File: src/rtl/stream_pkt_dispatch_if.sv
// Packet stream bundle: one beat per tvalid/tready handshake, framed by tstart/tlast.
// A beat transfers on a rising edge where tvalid && tready; the master holds all fields stable while tvalid && !tready.
interface stream_pkt_dispatch_if #(
    parameter int TUSER_WIDTH = 128,
    parameter int TDATA_WIDTH = 256
);
    logic                   tvalid;
    logic                   tstart;
    logic                   tlast;
    logic [TUSER_WIDTH-1:0] tuser;
    logic [TDATA_WIDTH-1:0] tdata;
    logic                   tready;

    modport master (
        output tvalid, tstart, tlast, tuser, tdata,
        input  tready
    );

    modport slave (
        input  tvalid, tstart, tlast, tuser, tdata,
        output tready
    );
endinterface

File: src/rtl/stream_pkt_dispatch.sv
// Routes each packet from the in_reg stream to out0, out1 or a silent drop, based on a tuser field decoded on the start beat.
// Orphan beats and dropped packets are tallied in saturating counters.
module stream_pkt_dispatch #(
    parameter int TUSER_WIDTH = 128,
    parameter int TDATA_WIDTH = 256,
    parameter int DEST_LSB    = 0,
    parameter int DEST_WIDTH  = 2
) (
    input  logic                          clk,
    input  logic                          rst,
    stream_pkt_dispatch_if.slave          in_reg,
    stream_pkt_dispatch_if.master         out0,
    stream_pkt_dispatch_if.master         out1,
    output logic [15:0]                   drop_cnt,
    output logic [15:0]                   err_cnt,
    output logic [1:0]                    state_dbg
);

    typedef enum logic [1:0] {
        IDLE = 2'd0,
        FWD0 = 2'd1,
        FWD1 = 2'd2,
        DROP = 2'd3
    } state_t;

    state_t                state;
    logic [DEST_WIDTH-1:0] dest;
    logic                  dest0;
    logic                  dest1;
    logic                  slot0_free;
    logic                  slot1_free;
    logic                  ready_sel;
    logic                  accept;
    logic                  load0;
    logic                  load1;

    assign state_dbg = state;

    // Ready is never offered without tvalid, because the upstream FIFO pops on ready.
    always_comb begin
        dest       = in_reg.tuser[DEST_LSB +: DEST_WIDTH];
        dest0      = (dest == DEST_WIDTH'(0));
        dest1      = (dest == DEST_WIDTH'(1));
        slot0_free = !out0.tvalid || out0.tready;
        slot1_free = !out1.tvalid || out1.tready;
        ready_sel  = 1'b1;
        case (state)
            IDLE: begin
                if (in_reg.tstart && dest0)
                    ready_sel = slot0_free;
                else if (in_reg.tstart && dest1)
                    ready_sel = slot1_free;
            end
            FWD0:    ready_sel = slot0_free;
            FWD1:    ready_sel = slot1_free;
            default: ready_sel = 1'b1;
        endcase
        accept        = !rst && in_reg.tvalid && ready_sel;
        in_reg.tready = accept;
        load0 = accept && (((state == IDLE) && in_reg.tstart && dest0) || (state == FWD0));
        load1 = accept && (((state == IDLE) && in_reg.tstart && dest1) || (state == FWD1));
    end

    always_ff @(posedge clk) begin
        if (rst) begin
            state       <= IDLE;
            out0.tvalid <= 1'b0;
            out0.tstart <= 1'b0;
            out0.tlast  <= 1'b0;
            out0.tuser  <= {TUSER_WIDTH{1'b0}};
            out0.tdata  <= {TDATA_WIDTH{1'b0}};
            out1.tvalid <= 1'b0;
            out1.tstart <= 1'b0;
            out1.tlast  <= 1'b0;
            out1.tuser  <= {TUSER_WIDTH{1'b0}};
            out1.tdata  <= {TDATA_WIDTH{1'b0}};
            drop_cnt    <= 16'd0;
            err_cnt     <= 16'd0;
        end else begin
            // A load in the same cycle as a drain keeps tvalid high with the new beat.
            if (load0) begin
                out0.tvalid <= 1'b1;
                out0.tstart <= in_reg.tstart;
                out0.tlast  <= in_reg.tlast;
                out0.tuser  <= in_reg.tuser;
                out0.tdata  <= in_reg.tdata;
            end else if (out0.tready) begin
                out0.tvalid <= 1'b0;
            end

            if (load1) begin
                out1.tvalid <= 1'b1;
                out1.tstart <= in_reg.tstart;
                out1.tlast  <= in_reg.tlast;
                out1.tuser  <= in_reg.tuser;
                out1.tdata  <= in_reg.tdata;
            end else if (out1.tready) begin
                out1.tvalid <= 1'b0;
            end

            if (accept) begin
                case (state)
                    IDLE: begin
                        if (!in_reg.tstart) begin
                            if (err_cnt != 16'hFFFF)
                                err_cnt <= err_cnt + 16'd1;
                        end else if (dest0) begin
                            if (!in_reg.tlast)
                                state <= FWD0;
                        end else if (dest1) begin
                            if (!in_reg.tlast)
                                state <= FWD1;
                        end else begin
                            if (drop_cnt != 16'hFFFF)
                                drop_cnt <= drop_cnt + 16'd1;
                            if (!in_reg.tlast)
                                state <= DROP;
                        end
                    end
                    // A mid-packet tstart is forwarded as a continuation, never re-decoded.
                    default: begin
                        if (in_reg.tlast)
                            state <= IDLE;
                    end
                endcase
            end
        end
    end

endmodule

File: src/flat_wrapper.sv
// flat-port wrapper written by rule: the top's interface ports become plain ports
module stream_pkt_dispatch_flat 
#(
    parameter int TUSER_WIDTH = 128,
    parameter int TDATA_WIDTH = 256,
    parameter int DEST_LSB    = 0,
    parameter int DEST_WIDTH  = 2
)
  (clk, rst, drop_cnt, err_cnt, state_dbg, in_reg_tvalid, in_reg_tstart, in_reg_tlast, in_reg_tuser, in_reg_tdata, in_reg_tready, out0_tvalid, out0_tstart, out0_tlast, out0_tuser, out0_tdata, out0_tready, out1_tvalid, out1_tstart, out1_tlast, out1_tuser, out1_tdata, out1_tready);
  stream_pkt_dispatch_if #(.TUSER_WIDTH(TUSER_WIDTH), .TDATA_WIDTH(TDATA_WIDTH)) in_reg_i ();
  stream_pkt_dispatch_if #(.TUSER_WIDTH(TUSER_WIDTH), .TDATA_WIDTH(TDATA_WIDTH)) out0_i ();
  stream_pkt_dispatch_if #(.TUSER_WIDTH(TUSER_WIDTH), .TDATA_WIDTH(TDATA_WIDTH)) out1_i ();
  input  logic clk;
  input  logic rst;
  output logic [15:0] drop_cnt;
  output logic [15:0] err_cnt;
  output logic [1:0] state_dbg;
  input wire logic [$bits(in_reg_i.tvalid)-1:0] in_reg_tvalid;
  input wire logic [$bits(in_reg_i.tstart)-1:0] in_reg_tstart;
  input wire logic [$bits(in_reg_i.tlast)-1:0] in_reg_tlast;
  input wire logic [$bits(in_reg_i.tuser)-1:0] in_reg_tuser;
  input wire logic [$bits(in_reg_i.tdata)-1:0] in_reg_tdata;
  output wire logic [$bits(in_reg_i.tready)-1:0] in_reg_tready;
  output wire logic [$bits(out0_i.tvalid)-1:0] out0_tvalid;
  output wire logic [$bits(out0_i.tstart)-1:0] out0_tstart;
  output wire logic [$bits(out0_i.tlast)-1:0] out0_tlast;
  output wire logic [$bits(out0_i.tuser)-1:0] out0_tuser;
  output wire logic [$bits(out0_i.tdata)-1:0] out0_tdata;
  input wire logic [$bits(out0_i.tready)-1:0] out0_tready;
  output wire logic [$bits(out1_i.tvalid)-1:0] out1_tvalid;
  output wire logic [$bits(out1_i.tstart)-1:0] out1_tstart;
  output wire logic [$bits(out1_i.tlast)-1:0] out1_tlast;
  output wire logic [$bits(out1_i.tuser)-1:0] out1_tuser;
  output wire logic [$bits(out1_i.tdata)-1:0] out1_tdata;
  input wire logic [$bits(out1_i.tready)-1:0] out1_tready;
  assign in_reg_i.tvalid = in_reg_tvalid;
  assign in_reg_i.tstart = in_reg_tstart;
  assign in_reg_i.tlast = in_reg_tlast;
  assign in_reg_i.tuser = in_reg_tuser;
  assign in_reg_i.tdata = in_reg_tdata;
  assign in_reg_tready = in_reg_i.tready;
  assign out0_tvalid = out0_i.tvalid;
  assign out0_tstart = out0_i.tstart;
  assign out0_tlast = out0_i.tlast;
  assign out0_tuser = out0_i.tuser;
  assign out0_tdata = out0_i.tdata;
  assign out0_i.tready = out0_tready;
  assign out1_tvalid = out1_i.tvalid;
  assign out1_tstart = out1_i.tstart;
  assign out1_tlast = out1_i.tlast;
  assign out1_tuser = out1_i.tuser;
  assign out1_tdata = out1_i.tdata;
  assign out1_i.tready = out1_tready;
  stream_pkt_dispatch #(.TUSER_WIDTH(TUSER_WIDTH), .TDATA_WIDTH(TDATA_WIDTH), .DEST_LSB(DEST_LSB), .DEST_WIDTH(DEST_WIDTH)) u_core (.clk(clk), .rst(rst), .in_reg(in_reg_i), .out0(out0_i), .out1(out1_i), .drop_cnt(drop_cnt), .err_cnt(err_cnt), .state_dbg(state_dbg));
endmodule
File: config.mk
export PLATFORM = sky130hd
export DESIGN_NAME = stream_pkt_dispatch_flat
export DESIGN_NICKNAME = d
export VERILOG_FILES = /design/src/rtl/stream_pkt_dispatch_if.sv /design/src/rtl/stream_pkt_dispatch.sv /design/src/flat_wrapper.sv
export SDC_FILE = /design/constraint.sdc
export NUM_CORES = 2
export LEC_CHECK = 0
export CAP_MARGIN = 20
export CORE_AREA = 2 2 470 472
export DETAILED_ROUTE_END_ITERATION = 7
export DIE_AREA = 0 0 472 474
export GPL_ROUTABILITY_DRIVEN = 1
export PLACE_DENSITY = 0.3
export SETUP_SLACK_MARGIN = 0.15
export SYNTH_ARGS = -nofsm -noshare
export SYNTH_HDL_FRONTEND = slang
export SYNTH_SLANG_ARGS = --single-unit
File: constraint.sdc
create_clock -name clk -period 3.4 [get_ports clk]
set_input_delay 0.68 -clock clk [delete_from_list [all_inputs] [get_ports clk]]
set_output_delay 0.68 -clock clk [all_outputs]
set_load 0.03 [all_outputs]
# Word-level counts from Yosys, hierarchy flattened

Cells that the tools add are included.
Widths: inputs -> output; s select.

Reductions and logical operators: 24
Equality and inequality tests: 7
Add/subtract/negate cells: 2
Bitwise logic cells: 3
Muxes and demuxes: 15

Operators by type and width:

| cell                  | count |
|---|---|
| $add 16x1->16 const B | 2 |
| $ne 16x16->1 const B  | 2 |
| $mux 2                | 8 |
| $logic_and 1x1->1     | 9 |
| $reduce_and 4->1      | 2 |
| $mux 1                | 6 |
| $reduce_and 6->1      | 1 |
| $reduce_bool 2->1     | 3 |
| $eq 2x1->1 const B    | 2 |
| $logic_not 2->1       | 2 |
| $logic_or 1x1->1      | 4 |
| $ne 2x2->1 const B    | 2 |
| $logic_not 1->1       | 3 |
| $not 1->1             | 3 |
| $pmux 1 s3            | 1 |
| $eq 2x2->1 const B    | 1 |

Bits in registers: 808
Bits of input ports: 391

# Depth between registers and ports, before layout

Depth after elaboration: 8
Gate-level depth with buffers: 8
Mapped depth without buffers: 5

# Worst setup path after synthesis

No wires, ideal clock.

Path type: input to register
Start: input rst
End: register u_core.err_cnt[13]
Path slack: 0.554 ns
Buffers on the path: 3
Arrival: 2.725 ns
Stages on the path: 7
Cells stage by stage: clkbuf_1 or4b_4 buf_6 or4_1 clkbuf_1 nor4_1 mux2_2

Word-level cells in the longest chain between the ends: 4

Ends and longest elaborated chain:

| element                        | line                       | text |
|---|---|---|
| start, declared                | flat_wrapper.sv:14         | `input logic rst;` |
| $logic_not 1->1                | stream_pkt_dispatch.sv:58  | `accept = !rst && in_reg.tvalid && ready_sel;` |
| $logic_and 1x1->1 (2 in a row) | stream_pkt_dispatch.sv:58  |  |
| $reduce_and 4->1 (no line)     | -                          |  |
| end signal, assigned           | stream_pkt_dispatch.sv:106 | `err_cnt <= err_cnt + 16'd1;` |
| end, declared                  | stream_pkt_dispatch.sv:15  | `output logic [15:0] err_cnt,` |

Several ways; a longest one is shown, not always the timed one.
A chain may end at the register's enable or synchronous reset.

# Worst setup path in the final report

Start: input in_reg_tuser[0]
End: output in_reg_tready

Word-level cells in the longest chain between the ends: 6
Elaborated cells on any way between the ends: 8
Those cells by class: 1 x eq/ne; 3 x mux; 4 x reduce/logical

Ends and longest elaborated chain:

| element             | line                      | text |
|---|---|---|
| start, declared     | flat_wrapper.sv:21        | `input wire logic [$bits(in_reg_i.tuser)-1:0] in_reg_tuser;` |
| $eq 2x1->1          | stream_pkt_dispatch.sv:43 | `dest1 = (dest == DEST_WIDTH'(1));` |
| $logic_and 1x1->1   | stream_pkt_dispatch.sv:51 | `else if (in_reg.tstart && dest1)` |
| $mux 1              | stream_pkt_dispatch.sv:51 |  |
| $mux 1 *            | stream_pkt_dispatch.sv:49 | `if (in_reg.tstart && dest0)` |
| $pmux 1 s3 *        | stream_pkt_dispatch.sv:47 | `case (state)` |
| $logic_and 1x1->1 * | stream_pkt_dispatch.sv:58 |  |
| end, declared       | flat_wrapper.sv:23        | `output wire logic [$bits(in_reg_i.tready)-1:0] in_reg_tready;` |

Mark *: on every way between the ends. The rest lies on a longest branch, timed or not.

==> out/metrics.yaml <==
die_area_mm2: 0.2237
grt_remaining_overflow: 0
maxSlewViolCount: 0
timing.rr.start: "u_core.state_dbg[1]$_SDFFE_PP0P_"
synth_edf_count: 0
seqPwrFrac: 0.413
cp_max_fo: 2
criticalPathCategory: "in -> out"
ys_ff_latch: 808
hold_path_end: "u_core.err_cnt[9]$_SDFFE_PP0P_"
hp-start: "rst"
cts_tree: "built"
yosysWarningCount: 0
power_density_mw_per_mm2: 498.6
p_switching_uw: 6297
postSynthAreaPerCell_um2: 7.844
numCtsBuffers: 107
cts_root_buf: "clkbuf_16"
ys_seq_area_frac: 0.5763
cts_max_level: 3
routed_wl_um: 175100
dp_slack_ps: 210.5
row_count: 172
swShare: 0.2661
min_period_ps: 2902
setup_tns_ps: 0
vias: 28810
start_kind: "input pin"
n_fill_cell: 24310
grt_max_degree: 172
synthTopCellsByArea: "dfxtp_1 (58%), nand2_1 (21%), a21oi_1 (14%)"
vdd_drop_max_v: 0.0003898
grt_pass1_wl_um: 235900
synth_area_mm2: 0.02807
first_iter_violations: 1307
wire_per_inst_um: 22.79
fin_cells: 7683
area_growth_pct: 69.14
cap_viol_max_count: 0
clock_skew_ps: 52.36
post_cts_buffers: 0
endpoint_kind: "primary output"
synth_most_common_cell: "nand2_1"
hold_buffers: 0
core-area_mm2: 0.2187
synthTopCellsByCount: "nand2_1 (1562), dfxtp_1 (808), a21oi_1 (794)"
worst_slack_ps: 498.3
hp-class: "in -> reg"
nets: 5105
post_cts_resized: 0
worst_pin_slew_ps: 1102
clock_sinks: 808
postSynthNetCount: 3971
initial_core_util: 0.1284
grt.total_usage: 0.1487
cts_buffer_depth: 3
grt_setup_unrepaired: "no"
async_flop_share: 0
remaining_drc_errors: 0
die_h_um: 474
synth_top_area_share: 0.5763
gp_congestion: 0.7835
clk_latency_ps: 760
dp_hpwl_um: 132000
synthFlopType: "dfxtp_1"
grt_antenna_before_repair: 29
power_frac_comb: 0.097
postRouteAntennaNets: 0
ff2ff_setup_slack_ps: 1010
status: "finished clean"
setup_violations: 0
synth_cell_type_count: 44
arrival_ps: 2220
min_path_cells: 2
reg2reg_to: "u_core.err_cnt[7]$_SDFFE_PP0P_"
placed_cells: 7474
hold_violations: 0
reg2reg_depth: 5
drt_pass1_iterations: 5
power.leakage_uw: 0.01520
p_total_uw: 23670
viasPerCell: 3.750
grt_pass1_vias: 28310
synth_top_area_cell: "dfxtp_1"
pin_count: 1200
fp.dieW_um: 472
max_freq_mhz: 344.6
fin_crit_sh: 0.8534
relSlewSlack: 0.2650
internal-power_uw: 17370
syn_inst: 3578
cp.required_ps: 2720
io_buffer_count: 1199
path_clk_slew_ps: 60
clkPwrFrac: 0.490
drive_above_1_share: 0.05627
-- kinds of logic (layout without fill, tap and decap cells) --
family	Yosys count	after routing	share of synthesized area
adder cells (fa/ha/maj)	2	2	0.0008915
buffers and inverters	283	1503	0.03865
other	0	14	0
AO/OA/AOI/OAI	846	846	0.1563
multiplexers	2	2	0.0007579
flip-flops	808	808	0.5763
AND/OR/NAND/NOR	1637	1637	0.2270
-- metal layers --
metal,up-vias,track usage,share of wire
met5,-,0,0.0011
met4,30,0.04693,0.023
met3,189,0.07064,0.11
met2,981,0.2417,0.46
met1,13620,0.1716,0.41
li1,13990,-,-
-- layout by cell type, fill, tap and decap left out, types with 2 or more instances in the layout --
master           netlist  final
a211oi_1               3      3
a21oi_1              794    794
a22o_1                 2      2
a31oi_1                2      2
and4_1                 5      5
buf_12                 0     38
buf_4                  0     62
bufinv_16              0      4
clkbuf_1             264     38
clkbuf_16              0    107
clkbuf_8               0     29
clkdlybuf4s50_1        0   1197
clkinv_16              0      3
clkinv_2               0      7
dfxtp_1              808    808
diode_2                0     14
ha_1                   2      2
inv_1                 10     10
inv_16                 0      2
inv_6                  0      4
nand2_1             1562   1562
nand2b_1               3      3
nand3_1               11     11
nand3b_1               3      3
nand4_1                8      8
nor2_1                 2      2
nor2b_1                4      4
nor3_1                 3      3
nor4_1                 6      6
o2111a_4               0      2
o2111ai_4              0      2
o21ai_0                5      5
o311ai_0               8      8
o31ai_1               15     15
o41ai_1                6      6
or2_2                  3      3
or3_1                  3      3
or3b_2                 2      2
or4_1                 17     17
-- critical path, stage by stage --
cell             delay [ps]
clkdlybuf4s50_1         430
or3b_2                  470
a21oi_1                 210
a211oi_1                100
o21a_1                  180
buf_4                   160
-- layout make-up --
type                       instances  area [µm²]  share of cell area
sequential                       808       16180              0.3408
timing repair buffer            1298       13220              0.2786
multi-input combinational       2487       10860              0.2287
tap                             2871        3592             0.07567
clock buffer                     174        3219             0.06782
clock inverter                    21       329.1            0.006932
inverter                          10       37.54           0.0007907
antenna                           14       35.03           0.0007380
-- power by group through the flow --
stage          Combinational, µW  Sequential (µW)  Clock [µW]
6_report                    2300             9770       11600
5_1_grt                     2450             9790       12500
2_1_floorplan                509            10300           0
4_1_cts                     2360             9780       12200
3_5_place_dp                2350             9980           0
3_3_place_gp                2350             9980           0
-- worst max path at each step --
stage	startpoint	end	cells after the start
after floorplan	rst	u_core.err_cnt[13]$_SDFFE_PP0P_	7
after global routing	u_core.out0.tvalid$_SDFFE_PP0P_	in_reg_tready	5
after global placement	in_reg_tvalid	u_core.err_cnt[7]$_SDFFE_PP0P_	6
after detailed placement	in_reg_tvalid	u_core.err_cnt[7]$_SDFFE_PP0P_	6
after CTS	u_core.out0.tvalid$_SDFFE_PP0P_	in_reg_tready	5
final	in_reg_tuser[0]	in_reg_tready	6
-- sequential cells by signal, indices dropped and copies added (netlist names) --
name                cells
u_core.err_cnt         16
u_core.out0.tdata     256
u_core.out0.tlast       1
u_core.out0.tuser     128
u_core.out1.tvalid      1
u_core.state_dbg        2
u_core.out1.tstart      1
u_core.out0.tstart      1
u_core.out1.tlast       1
u_core.out0.tvalid      1
u_core.out1.tdata     256
u_core.out1.tuser     128
u_core.drop_cnt        16
-- metrics by stage --
step / hold slack (ps) / instance area, µm² / util
final: 213.4 / 47470 / 0.2171
after CTS: 101.2 / 47430 / 0.2169
after global placement: 440.8 / 43890 / 0.2007
after floorplan: 584.1 / 28070 / -
after detailed placement: 445.5 / 43890 / 0.2007
after global routing: 145.5 / 47460 / 0.2170
Power figures use the tool's default switching activity.
